===== config.mk =====
export PLATFORM = sky130hd
export DESIGN_NAME = io_panel
export DESIGN_NICKNAME = d
export VERILOG_FILES = /design/src/rtl/io_panel_pkg.sv /design/src/rtl/vec_debounce.sv /design/src/rtl/io_panel.sv
export SDC_FILE = /design/constraint.sdc
export NUM_CORES = 1
export LEC_CHECK = 0
export ABC_AREA = 1
export BUFFER_PORTS_ARGS = -buffer_cell sky130_fd_sc_hd__buf_4
export CELL_PAD_IN_SITES_DETAIL_PLACEMENT = 0
export CELL_PAD_IN_SITES_GLOBAL_PLACEMENT = 1
export CORE_MARGIN = 1.5
export CORE_UTILIZATION = 46
export CTS_CLUSTER_SIZE = 12
export DETAILED_ROUTE_END_ITERATION = 10
export GPL_TIMING_DRIVEN = 0
export PLACE_DENSITY = 0.89
export SYNTH_ARGS = -nofsm -noshare
export SYNTH_HDL_FRONTEND = slang
export SYNTH_SLANG_ARGS = --single-unit

===== constraint.sdc =====
create_clock -name clk -period 15.4 [get_ports clk]
set_clock_uncertainty 0.05 [all_clocks]
set_input_delay 4.62 -clock clk [delete_from_list [all_inputs] [get_ports clk]]
set_output_delay 4.62 -clock clk [all_outputs]
set_load 0.02 [all_outputs]

===== src/rtl/io_panel_pkg.sv =====
`default_nettype none
// ============================================================================
// Module      : io_panel_pkg
// Description : Shared constants for the IO panel: display geometry, the
//               blank segment pattern and the hex to seven-segment decoder.
// Revision    : 1.0 - initial release
// ============================================================================
package io_panel_pkg;

    localparam int         NUM_DIGITS  = 8;
    localparam int         USED_DIGITS = 6;
    localparam logic [7:0] BLANK_SEG   = 8'hFF;

    // Active-low segment codes {dp,g,f,e,d,c,b,a}, nibble 0 in the low byte.
    // The dp bit is high in every entry, so the decimal point stays dark.
    localparam logic [127:0] SEG_TABLE = {
        8'h8E, 8'h86, 8'hA1, 8'hC6, 8'h83, 8'h88, 8'h90, 8'h80,
        8'hF8, 8'h82, 8'h92, 8'h99, 8'hB0, 8'hA4, 8'hF9, 8'hC0
    };

    function automatic logic [7:0] hex_to_seg(input logic [3:0] nib);
        return SEG_TABLE[{nib, 3'b000} +: 8];
    endfunction

endpackage
`default_nettype wire


===== src/rtl/vec_debounce.sv =====
`default_nettype none
// ============================================================================
// Module      : vec_debounce
// Description : Two-flop synchroniser followed by a whole-vector debouncer.
//               Any bit change restarts the stability window; the vector is
//               published once it has stayed unchanged for DEBOUNCE_CYCLES.
// Revision    : 1.0 - initial release
// ============================================================================
module vec_debounce
    import io_panel_pkg::*;
#(
    parameter int WIDTH           = 24,
    parameter int DEBOUNCE_CYCLES = 20000
) (
    input  logic             clk,
    input  logic             rst,
    input  logic [WIDTH-1:0] din,
    output logic [WIDTH-1:0] dout
);

    localparam int                c_dcnt_w   = $clog2(DEBOUNCE_CYCLES);
    localparam logic [c_dcnt_w-1:0] c_dcnt_max = c_dcnt_w'(DEBOUNCE_CYCLES - 1);

    logic [WIDTH-1:0]    r_meta;
    logic [WIDTH-1:0]    r_sync;
    logic [WIDTH-1:0]    r_cand;
    logic [WIDTH-1:0]    r_out;
    logic [c_dcnt_w-1:0] r_dcnt;

    // Bring the asynchronous switch vector into the clk domain.
    always_ff @(posedge clk or posedge rst) begin
        if (rst) begin
            r_meta <= '0;
            r_sync <= '0;
        end else begin
            r_meta <= din;
            r_sync <= r_meta;
        end
    end

    // Track the candidate vector and publish it after a full quiet window.
    always_ff @(posedge clk or posedge rst) begin
        if (rst) begin
            r_cand <= '0;
            r_dcnt <= '0;
            r_out  <= '0;
        end else if (r_sync != r_cand) begin
            r_cand <= r_sync;
            r_dcnt <= '0;
        end else if (r_dcnt == c_dcnt_max) begin
            r_out  <= r_cand;
        end else begin
            r_dcnt <= r_dcnt + 1'b1;
        end
    end

    assign dout = r_out;

endmodule
`default_nettype wire


===== src/rtl/io_panel.sv =====
`default_nettype none
// ============================================================================
// Module      : io_panel
// Description : CPU IO port stage. Writes latch onto 24 LEDs and a scanned
//               8-digit seven-segment display (6 hex digits shown, 2 blank);
//               reads return the synchronised, debounced switch vector.
// Revision    : 1.0 - initial release
// ============================================================================
module io_panel
    import io_panel_pkg::*;
#(
    parameter int DEBOUNCE_CYCLES = 20000,
    parameter int SCAN_CYCLES     = 50000
) (
    input  logic        clk,
    input  logic        rst,
    input  logic        io_write,
    input  logic [23:0] io_wdata,
    output logic [23:0] io_rdata,
    input  logic [23:0] sw_raw,
    output logic [23:0] led,
    output logic [7:0]  seg_an,
    output logic [7:0]  seg_cat
);

    localparam int c_scan_w  = (SCAN_CYCLES > 1) ? $clog2(SCAN_CYCLES) : 1;
    localparam int c_digit_w = $clog2(NUM_DIGITS);
    localparam logic [c_scan_w-1:0]  c_scan_max = c_scan_w'(SCAN_CYCLES - 1);
    localparam logic [c_digit_w-1:0] c_used     = c_digit_w'(USED_DIGITS);

    logic [23:0]          r_led;
    logic [c_scan_w-1:0]  r_scnt;
    logic [c_digit_w-1:0] r_digit;
    logic [7:0]           r_seg_an;
    logic [7:0]           r_seg_cat;
    logic [3:0]           w_nib [NUM_DIGITS];
    logic [7:0]           w_an;
    logic [7:0]           w_cat;

    vec_debounce #(
        .WIDTH           (24),
        .DEBOUNCE_CYCLES (DEBOUNCE_CYCLES)
    ) u_sw_debounce (
        .clk  (clk),
        .rst  (rst),
        .din  (sw_raw),
        .dout (io_rdata)
    );

    // LED register loads only on a qualified CPU IO write.
    always_ff @(posedge clk or posedge rst) begin
        if (rst) begin
            r_led <= '0;
        end else if (io_write) begin
            r_led <= io_wdata;
        end
    end

    // Dwell counter and active digit; the digit index wraps 7 -> 0 naturally.
    always_ff @(posedge clk or posedge rst) begin
        if (rst) begin
            r_scnt  <= '0;
            r_digit <= '0;
        end else if (r_scnt == c_scan_max) begin
            r_scnt  <= '0;
            r_digit <= r_digit + 1'b1;
        end else begin
            r_scnt  <= r_scnt + 1'b1;
        end
    end

    // Per-digit nibble view of the LED word; unused digit slots read as zero.
    for (genvar i = 0; i < NUM_DIGITS; i++) begin : g_nib
        if (i < USED_DIGITS) begin : g_used
            assign w_nib[i] = r_led[4*i +: 4];
        end else begin : g_blank
            assign w_nib[i] = 4'h0;
        end
    end

    // Decode the active digit into anode enable and segment pattern.
    always_comb begin
        w_an  = BLANK_SEG;
        w_cat = BLANK_SEG;
        if (r_digit < c_used) begin
            w_an  = ~(8'b1 << r_digit);
            w_cat = hex_to_seg(w_nib[r_digit]);
        end
    end

    // Register the display drive so the pins are glitch-free.
    always_ff @(posedge clk or posedge rst) begin
        if (rst) begin
            r_seg_an  <= 8'hFE;
            r_seg_cat <= 8'hC0;
        end else begin
            r_seg_an  <= w_an;
            r_seg_cat <= w_cat;
        end
    end

    assign led     = r_led;
    assign seg_an  = r_seg_an;
    assign seg_cat = r_seg_cat;

endmodule
`default_nettype wire


==> flow_metrics.env, run 1 <==
export IMPL_run_status="finished, final reports clean"
export IMPL_drt_initial_drc_count=324
export IMPL_clock_latency_ps=420
export IMPL_synth_edf_count=0
export IMPL_wl_per_cell_um=13.4
export IMPL_hold_viol=0
export IMPL_vias_per_cell=4.82
export IMPL_yosys_register_bits=169
export IMPL_syn_area_um2=7030
export IMPL_coreArea_um2=15100
export IMPL_numCtsBuffers=17
export IMPL_cts_resized=0
export IMPL_h_tree_depth=4
export IMPL_max_freq_ghz=0.174
export IMPL_clock_sinks=169
export IMPL_grt_pass1_wl_um=24000
export IMPL_critical_path_buf_inv_count=1
export IMPL_syn_to_final_growth_pct=24.4
export IMPL_fin_hold_ws_ps=293
export IMPL_worstSetupPathType="reg -> out"
export IMPL_first_pass_iters=4
export IMPL_vias=5083
export IMPL_async_reset_ff_share_pct=100
export IMPL_period_share_pct=37.4
export IMPL_hold_class="reg -> reg"
export IMPL_dp_hpwl_um=9940
export IMPL_rsz0062_at_grt="false"
export IMPL_nFillCells=1331
export IMPL_io_pins=115
export IMPL_design_area_um2=8750
export IMPL_antenna_found_initial=0
export IMPL_grt_use_total_pct=19.1
export IMPL_synthFlopType="dfrtp_1"
export IMPL_required_ps=10730
export IMPL_layout_common_cells="nand2_1, dfrtp_1, buf_4"
export IMPL_die_area_um2=16000
export IMPL_worstPathArrival_ps=1090
export IMPL_netlist_instances=721
export IMPL_syn_avg_cell_area_um2=9.76
export IMPL_dpl_cell_area_um2=8150
export IMPL_syn_nets=786
export IMPL_grt_max_degree=124
export IMPL_initial_utilization_pct=46.6
export IMPL_port_buffers=112
export IMPL_max_cap_viol_count=0
export IMPL_fp_dieH_um=127
export IMPL_synth_warnings=0
export IMPL_start_kind="flop"
export IMPL_seqCellArea_um2=4240
export IMPL_power_per_cell_area_nw_per_um2=113
export IMPL_ys_seq_area_share_pct=60.3
export IMPL_routed_wirelength_um=14200
export IMPL_path_max_fanout=1
export IMPL_hold_buffers=0
export IMPL_grt_ovfl_total=0
export IMPL_setup_violations=0
export IMPL_tightest_slew_ps=588
export IMPL_fin_util_pct=58.0
export IMPL_finalNetCount=918
export IMPL_slowest_delay_ps=530
export IMPL_antenna_left=0
export IMPL_cellLeakagePower_uw=0.00435
export IMPL_crit_path_cell_trace="buf_4"
export IMPL_crit_path_top_delay_cell="dfstp_2"
export IMPL_finalCriticalPeriod_ps=5760
export IMPL_place_congestion=0.863
export IMPL_drv_slew=0
export IMPL_max_slew_margin_pct=60.8
export IMPL_crit_family="flip-flops"
export IMPL_cts_root_buffer="clkbuf_16"
export IMPL_cts_buffer_depth=2
export IMPL_setup_tns_ps=0
export IMPL_drive_gt1_share_pct=23.8
export IMPL_crit_path_end_kind="primary output"
export IMPL_final_common_cell="nand2_1"
export IMPL_clkSlewWorstSetupHoldPaths_ps=70
export IMPL_fp_dieW_um=127
export IMPL_synth_distinct_cells=35
export IMPL_grt_pass1_vias=5025
export IMPL_tritoncts="yes"
export IMPL_ir_worst_vdd_uv=83.2
export IMPL_std_cell_rows=45
export IMPL_diodes=0
export IMPL_drcViolationCount=0
export IMPL_cts_setup_buffers=0
export IMPL_multi_input_area_um2=2250
final timing paths:
path	depth (start not counted)	end	slack [ps]	start
max in group asynchronous	3	u_sw_debounce.dout[20]	10290	rst
worst min register to register	0	u_sw_debounce.r_sync[12]	290	u_sw_debounce.r_meta[12]
worst max register to register	11	seg_cat[3]	13270	r_digit[0]
worst max-delay path	1	seg_an[5]	9640	seg_an[5]
min in group asynchronous	2	u_sw_debounce.r_meta[16]	4130	rst
worst min-delay path	0	u_sw_debounce.r_sync[12]	290	u_sw_debounce.r_meta[12]
cells by family after synthesis:
logic type,synth area share (%)
AND/OR/NAND/NOR,21.2
flip-flops,60.3
buffers and inverters,7.70
AO/OA/AOI/OAI,3.11
XOR/XNOR,2.74
multiplexers,2.40
adder cells (fa/ha/maj),2.49
other,0.0533
state kept, by name, indices dropped and copies added, names as in the netlist:
name	flops
led	24
u_sw_debounce.r_dcnt	15
u_sw_debounce.r_cand	24
seg_cat	7
u_sw_debounce.r_sync	24
r_scnt	16
u_sw_debounce.dout	24
seg_an	8
r_digit	3
u_sw_debounce.r_meta	24
area by class of cell:
cell class,count,share of cell area (%)
Clock buffer,19,4.95
Sequential cell,169,48.5
Inverter,83,3.68
Buffer,42,2.60
Multi-Input combinational cell,427,25.8
Tap cell,188,2.69
Clock inverter,13,1.95
Timing Repair Buffer,113,9.93
where the power goes:
part           total (uW)  switching (uW)  internal [uW]
sequential            474            11.2            463
clock                 434             176            257
combinational        79.0            44.1           34.8
total                 987             232            755
synth_stat cells, types with 5 or more instances:
cell	instances	area (um^2)
nor3_1	14	70.1
clkbuf_1	27	101
o21ai_1	7	35.0
ha_1	14	175
mux2_2	15	169
buf_6	7	78.8
inv_1	75	282
dfrtp_1	161	4030
xor2_1	8	70.1
o21ai_0	17	85.1
nand3_1	31	155
dfstp_2	8	210
buf_2	5	25.0
xnor2_1	14	123
nand4_1	31	194
nor2_1	59	221
nor3_2	6	60.1
inv_2	6	22.5
nand2_1	180	676
a21oi_1	12	60.1
through the flow:
stage | setup slack [ps] | total power (uW) | std cells
3_3_place_gp | 4410 | 560 | 1021
3_5_place_dp | 9620 | 562 | 1022
6_report | 9640 | 987 | 1054
5_1_grt | 9600 | 1030 | 1054
4_1_cts | 9620 | 997 | 1054
2_1_floorplan | 6170 | 526 | 721
layer usage:
metal  up-vias  wire length (um)  global-route usage (%)
met5         -                 0                       0
met4         0               121                    5.08
met3        14               936                    6.45
met2       122              6840                    30.8
met1      2415              6260                    25.0
li1       2532                 -                       -
Power figures use the tool's default switching activity.
==> run 2, diff against run 1 <==
--- a/config.mk
+++ b/config.mk
@@ -10,11 +10,11 @@
 export CELL_PAD_IN_SITES_DETAIL_PLACEMENT = 0
 export CELL_PAD_IN_SITES_GLOBAL_PLACEMENT = 1
 export CORE_MARGIN = 1.5
-export CORE_UTILIZATION = 46
+export CORE_UTILIZATION = 39
 export CTS_CLUSTER_SIZE = 12
 export DETAILED_ROUTE_END_ITERATION = 10
 export GPL_TIMING_DRIVEN = 0
-export PLACE_DENSITY = 0.89
+export PLACE_DENSITY = 0.81
 export SYNTH_ARGS = -nofsm -noshare
 export SYNTH_HDL_FRONTEND = slang
 export SYNTH_SLANG_ARGS = --single-unit
==> constraint.sdc (replaced) <==
create_clock -name clk -period 5.2 [get_ports clk]
set_clock_uncertainty 0.05 [all_clocks]
set_input_delay 1.56 -clock clk [delete_from_list [all_inputs] [get_ports clk]]
set_output_delay 1.56 -clock clk [all_outputs]
set_load 0.02 [all_outputs]
==> flow_metrics.env, run 2 (synthesis gave the netlist of run 1 again) <==
export IMPL_hold_buffers=0
export IMPL_grt_pass1_wl_um=24300
export IMPL_ir_worst_vdd_uv=200
export IMPL_crit_family="flip-flops"
export IMPL_cts_buffer_depth=2
export IMPL_fin_util_pct=50.7
export IMPL_std_cell_rows=48
export IMPL_syn_to_final_growth_pct=26.0
export IMPL_crit_path_end_kind="primary output"
export IMPL_dp_slack_ps=2500
export IMPL_multi_input_area_um2=2250
export IMPL_final_common_cell="nand2_1"
export IMPL_period_share_pct=51.8
export IMPL_critical_path_buf_inv_count=1
export IMPL_slowest_delay_ps=530
export IMPL_clock_sinks=169
export IMPL_wl_per_cell_um=13.4
export IMPL_power_uw=2980
export IMPL_layout_common_cells="nand2_1, dfrtp_1, buf_4"
export IMPL_first_pass_iters=6
export IMPL_clock_latency_ps=430
export IMPL_coreArea_um2=17500
export IMPL_vias_per_cell=4.64
export IMPL_finalNetCount=921
export IMPL_finalCriticalPeriod_ps=2690
export IMPL_diodes=0
export IMPL_fp_dieH_um=137
export IMPL_tightest_slew_ps=519
export IMPL_worstPathArrival_ps=1080
export IMPL_grt_ovfl_total=0
export IMPL_drcViolationCount=0
export IMPL_grt_max_degree=43
export IMPL_port_buffers=112
export IMPL_grt_pass1_vias=4904
export IMPL_fin_ws_ps=2510
export IMPL_drv_slew=0
export IMPL_h_tree_depth=4
export IMPL_run_status="finished, final reports clean"
export IMPL_max_freq_ghz=0.371
export IMPL_rsz0062_at_grt="false"
export IMPL_setup_tns_ps=0
export IMPL_crit_path_cell_trace="buf_4"
export IMPL_cellLeakagePower_uw=0.00438
export IMPL_fp_dieW_um=137
export IMPL_crit_path_top_delay_cell="dfstp_2"
export IMPL_tritoncts="yes"
export IMPL_drt_initial_drc_count=222
export IMPL_worstSetupPathType="reg -> out"
export IMPL_numCtsBuffers=17
export IMPL_hold_viol=0
export IMPL_antenna_found_initial=0
export IMPL_antenna_left=0
export IMPL_routed_wirelength_um=14700
export IMPL_path_max_fanout=1
export IMPL_max_slew_margin_pct=65.3
export IMPL_die_area_um2=18900
export IMPL_power_per_cell_area_nw_per_um2=336
export IMPL_drive_gt1_share_pct=24.2
export IMPL_clkSlewWorstSetupHoldPaths_ps=70
export IMPL_initial_utilization_pct=40.2
export IMPL_required_ps=3590
export IMPL_setup_violations=0
export IMPL_cts_resized=0
export IMPL_seqCellArea_um2=4240
export IMPL_place_congestion=0.833
export IMPL_cts_setup_buffers=0
export IMPL_start_kind="flop"
export IMPL_grt_use_total_pct=16.8
export IMPL_io_pins=115
export IMPL_nFillCells=1603
export IMPL_vias=5076
export IMPL_dp_hpwl_um=10600
export IMPL_hold_class="reg -> reg"
export IMPL_max_cap_viol_count=0
export IMPL_cts_root_buffer="clkbuf_16"
run 2: changes by cell type in the layout (fill, tap and decap cells not counted), sizes merged:
cell      delta
clkinvlp     +1
buf          +3
clkinv       -4
inv          +3
run 2: layout make-up:
| class | count | area share, % |
|---|---|---|
| Clock inverter | 13 | 2.06 |
| Tap cell | 225 | 3.18 |
| Inverter | 83 | 3.58 |
| Sequential cell | 169 | 47.8 |
| Multi-Input combinational cell | 427 | 25.4 |
| Clock buffer | 19 | 5.00 |
| Timing Repair Buffer | 116 | 10.4 |
| Buffer | 42 | 2.57 |
run 2: path summary, 6_finish.rpt:
path / start / endpoint / slack (ps) / depth (start not counted)
setup / recovery: seg_an[6] / seg_an[6] / 2510 / 1
hold / removal: u_sw_debounce.r_meta[14] / u_sw_debounce.r_sync[14] / 300 / 0
setup reg to reg: r_digit[0] / seg_cat[0] / 2990 / 11
hold reg to reg: u_sw_debounce.r_meta[14] / u_sw_debounce.r_sync[14] / 300 / 0
max in group asynchronous: rst / seg_cat[6] / 3100 / 4
min in group asynchronous: rst / u_sw_debounce.r_cand[7] / 1130 / 2
run 2: per-layer routing:
layer	wire (um)	up-vias	GRT usage, %	part of all wire, %
met3	1120	13	6.73	7.6
met1	6750	2390	21.7	46
met4	175	0	4.97	1.2
li1	-	2538	-	-
met5	0	-	0	0
met2	6650	135	26.0	45
run 2: where the power goes:
part / switching, uW / leakage (uW) / internal, uW / total [uW]
Clock: 553 / 0.000307 / 786 / 1340
Combinational: 131 / 0.00197 / 107 / 238
Sequential: 34.4 / 0.00209 / 1370 / 1400
Total: 719 / 0.00438 / 2260 / 2980
run 2: metrics by stage:
stage	cell area (um^2)	instances	hold WS, ps
after global placement	8160	1058	283
after CTS	8870	1094	301
after detailed placement	8240	1062	286
after global routing	8870	1094	305
after floorplan	7040	721	281
final	8870	1094	296
==> run 3, diff against run 2 <==
--- a/config.mk
+++ b/config.mk
@@ -10,11 +10,11 @@
 export CELL_PAD_IN_SITES_DETAIL_PLACEMENT = 0
 export CELL_PAD_IN_SITES_GLOBAL_PLACEMENT = 1
 export CORE_MARGIN = 1.5
-export CORE_UTILIZATION = 39
+export CORE_UTILIZATION = 43
 export CTS_CLUSTER_SIZE = 12
 export DETAILED_ROUTE_END_ITERATION = 10
 export GPL_TIMING_DRIVEN = 0
-export PLACE_DENSITY = 0.81
+export PLACE_DENSITY = 0.84
 export SYNTH_ARGS = -nofsm -noshare
 export SYNTH_HDL_FRONTEND = slang
 export SYNTH_SLANG_ARGS = --single-unit
==> constraint.sdc (replaced) <==
create_clock -name clk -period 2.6 [get_ports clk]
set_clock_uncertainty 0.05 [all_clocks]
set_input_delay 0.78 -clock clk [delete_from_list [all_inputs] [get_ports clk]]
set_output_delay 0.78 -clock clk [all_outputs]
set_load 0.02 [all_outputs]
==> flow_metrics.env, run 3 (synthesis gave the netlist of run 1 again) <==
export IMPL_max_freq_ghz=0.475
export IMPL_coreArea_um2=15900
export IMPL_fin_util_pct=55.6
export IMPL_required_ps=2840
export IMPL_grt_max_degree=42
export IMPL_fp_dieW_um=131
export IMPL_drcViolationCount=0
export IMPL_crit_path_start="r_digit[1]"
export IMPL_initial_utilization_pct=44.1
export IMPL_hold_class="reg -> reg"
export IMPL_regToRegEndpoint="seg_cat[3]"
export IMPL_die_area_um2=17100
export IMPL_syn_to_final_growth_pct=26.0
export IMPL_dp_hpwl_um=10300
export IMPL_r2r_setup_slack_ps=490
export IMPL_tightest_slew_ps=687
export IMPL_combPwrFrac_pct=7.9
export IMPL_cts_buffer_depth=2
export IMPL_power_uw=6000
export IMPL_r2r_start="r_digit[1]"
export IMPL_final_common_cell="nand2_1"
export IMPL_clkSlewWorstSetupHoldPaths_ps=70
export IMPL_fp_dieH_um=131
export IMPL_start_kind="flop"
export IMPL_finalNetCount=921
export IMPL_r2r_cells=10
export IMPL_h_tree_depth=4
export IMPL_critical_path_buf_inv_count=3
export IMPL_cts_root_buffer="clkbuf_16"
export IMPL_worstSetupPathType="reg -> reg"
export IMPL_clockPowerShare_pct=45.3
export IMPL_cellLeakagePower_uw=0.00438
export IMPL_setup_violations=0
export IMPL_antenna_found_initial=0
export IMPL_internal_power_uw=4610
export IMPL_std_cell_rows=46
export IMPL_grt_use_total_pct=17.9
export IMPL_wl_per_cell_um=13.2
export IMPL_clock_sinks=169
export IMPL_seq_power_share_pct=46.8
export IMPL_tritoncts="yes"
export IMPL_path_max_fanout=9
export IMPL_crit_family="simple AND/OR/NAND/NOR gates"
export IMPL_worstPathArrival_ps=2350
export IMPL_diodes=0
export IMPL_drt_initial_drc_count=267
export IMPL_slowest_delay_ps=500
export IMPL_ir_worst_vdd_uv=490
export IMPL_finalCriticalPeriod_ps=2110
export IMPL_rsz0062_at_grt="false"
export IMPL_min_path_cells=0
export IMPL_routed_wirelength_um=14300
export IMPL_dpl_cell_area_um2=8230
export IMPL_design_area_um2=8860
export IMPL_swShare_pct=23.2
export IMPL_grt_pass1_wl_um=23500
export IMPL_p_switching_uw=1390
export IMPL_crit_path_cell_trace="inv_2 -> nand2_1 -> nor3_1 -> inv_1 -> nand2_1 -> inv_1 -> ha_1 -> nand2_1 -> nand3_1 -> nand3_1"
export IMPL_grt_pass1_vias=4874
export IMPL_cpMostUsedCell="nand2_1"
export IMPL_port_buffers=112
export IMPL_clock_latency_ps=430
export IMPL_io_pins=115
export IMPL_power_per_cell_area_nw_per_um2=677
export IMPL_nFillCells=1427
export IMPL_hold_buffers=0
export IMPL_period_share_pct=81.0
export IMPL_hold_viol=0
export IMPL_vias_per_cell=4.63
export IMPL_endpoint="seg_cat[3]"
export IMPL_vias=5025
export IMPL_cts_setup_buffers=0
export IMPL_drv_slew=0
export IMPL_layout_common_cells="nand2_1, dfrtp_1, buf_4"
export IMPL_first_pass_iters=4
export IMPL_drive_gt1_share_pct=24.1
export IMPL_cp_num_cells=10
export IMPL_grt_ovfl_total=0
export IMPL_crit_path_end_kind="flop"
export IMPL_numCtsBuffers=17
export IMPL_place_congestion=0.813
export IMPL_antenna_left=0
export IMPL_max_cap_viol_count=0
export IMPL_run_status="finished, final reports clean"
export IMPL_cts_resized=0
export IMPL_max_slew_margin_pct=54.1
export IMPL_crit_path_top_delay_cell="dfrtp_1"
run 3: cell count changes in the layout (fill, tap and decap cells not counted):
| cell | delta |
|---|---|
| clkinvlp_4 | +1 |
| inv_8 | -1 |
| clkbuf_1 | +1 |
| inv_6 | -2 |
| clkinv_4 | -1 |
| bufinv_16 | +1 |
| clkinv_2 | +1 |
run 3: per-layer routing:
metal	GRT usage [%]	wire length [um]
met1	22.8	6640
met2	29.3	6650
met3	5.86	898
met4	5.49	139
met5	0	0
run 3: worst reg2reg max path: cells and delay by family (launching register included):
family,cells,cell delay (ps)
DFF,1,500
adders and majority gates,1,290
and+or+nand+nor,6,740
buffers and inverters,3,390
run 3: stage by stage:
stage	instances	hold slack, ps	setup slack, ps	TNS (ps)
detailed placement	1053	285	474	0
CTS	1085	298	466	0
global placement	1049	283	-1390	-226280
global route	1085	307	237	0
finish	1085	294	494	0
floorplan	721	281	-378	-60890
run 3: layout make-up:
type | instances | area [um^2] | share of cell area (%)
multi-input combinational | 427 | 2250 | 25.4
timing repair buffer | 116 | 921 | 10.4
clock buffer | 20 | 447 | 5.04
sequential | 169 | 4240 | 47.8
clock inverter | 12 | 188 | 2.12
tap | 216 | 270 | 3.05
inverter | 83 | 318 | 3.59
buffer | 42 | 228 | 2.57
run 3: power by group through the flow:
stage | clock, uW | sequential (uW) | combinational [uW]
4_1_cts | 2770 | 2810 | 483
2_1_floorplan | 0 | 2910 | 207
3_5_place_dp | 0 | 2850 | 481
3_3_place_gp | 0 | 2860 | 463
6_report | 2720 | 2810 | 474
5_1_grt | 2880 | 2820 | 528
run 3: worst min path at each step:
stage                        startpoint                        to  slack (ps)
2_1_floorplan   u_sw_debounce.r_meta[0]   u_sw_debounce.r_sync[0]         280
3_3_place_gp   u_sw_debounce.r_meta[16]  u_sw_debounce.r_sync[16]         280
3_5_place_dp   u_sw_debounce.r_meta[16]  u_sw_debounce.r_sync[16]         280
4_1_cts        u_sw_debounce.r_meta[14]  u_sw_debounce.r_sync[14]         300
5_1_grt        u_sw_debounce.r_meta[21]  u_sw_debounce.r_sync[21]         310
6_report       u_sw_debounce.r_meta[16]  u_sw_debounce.r_sync[16]         290
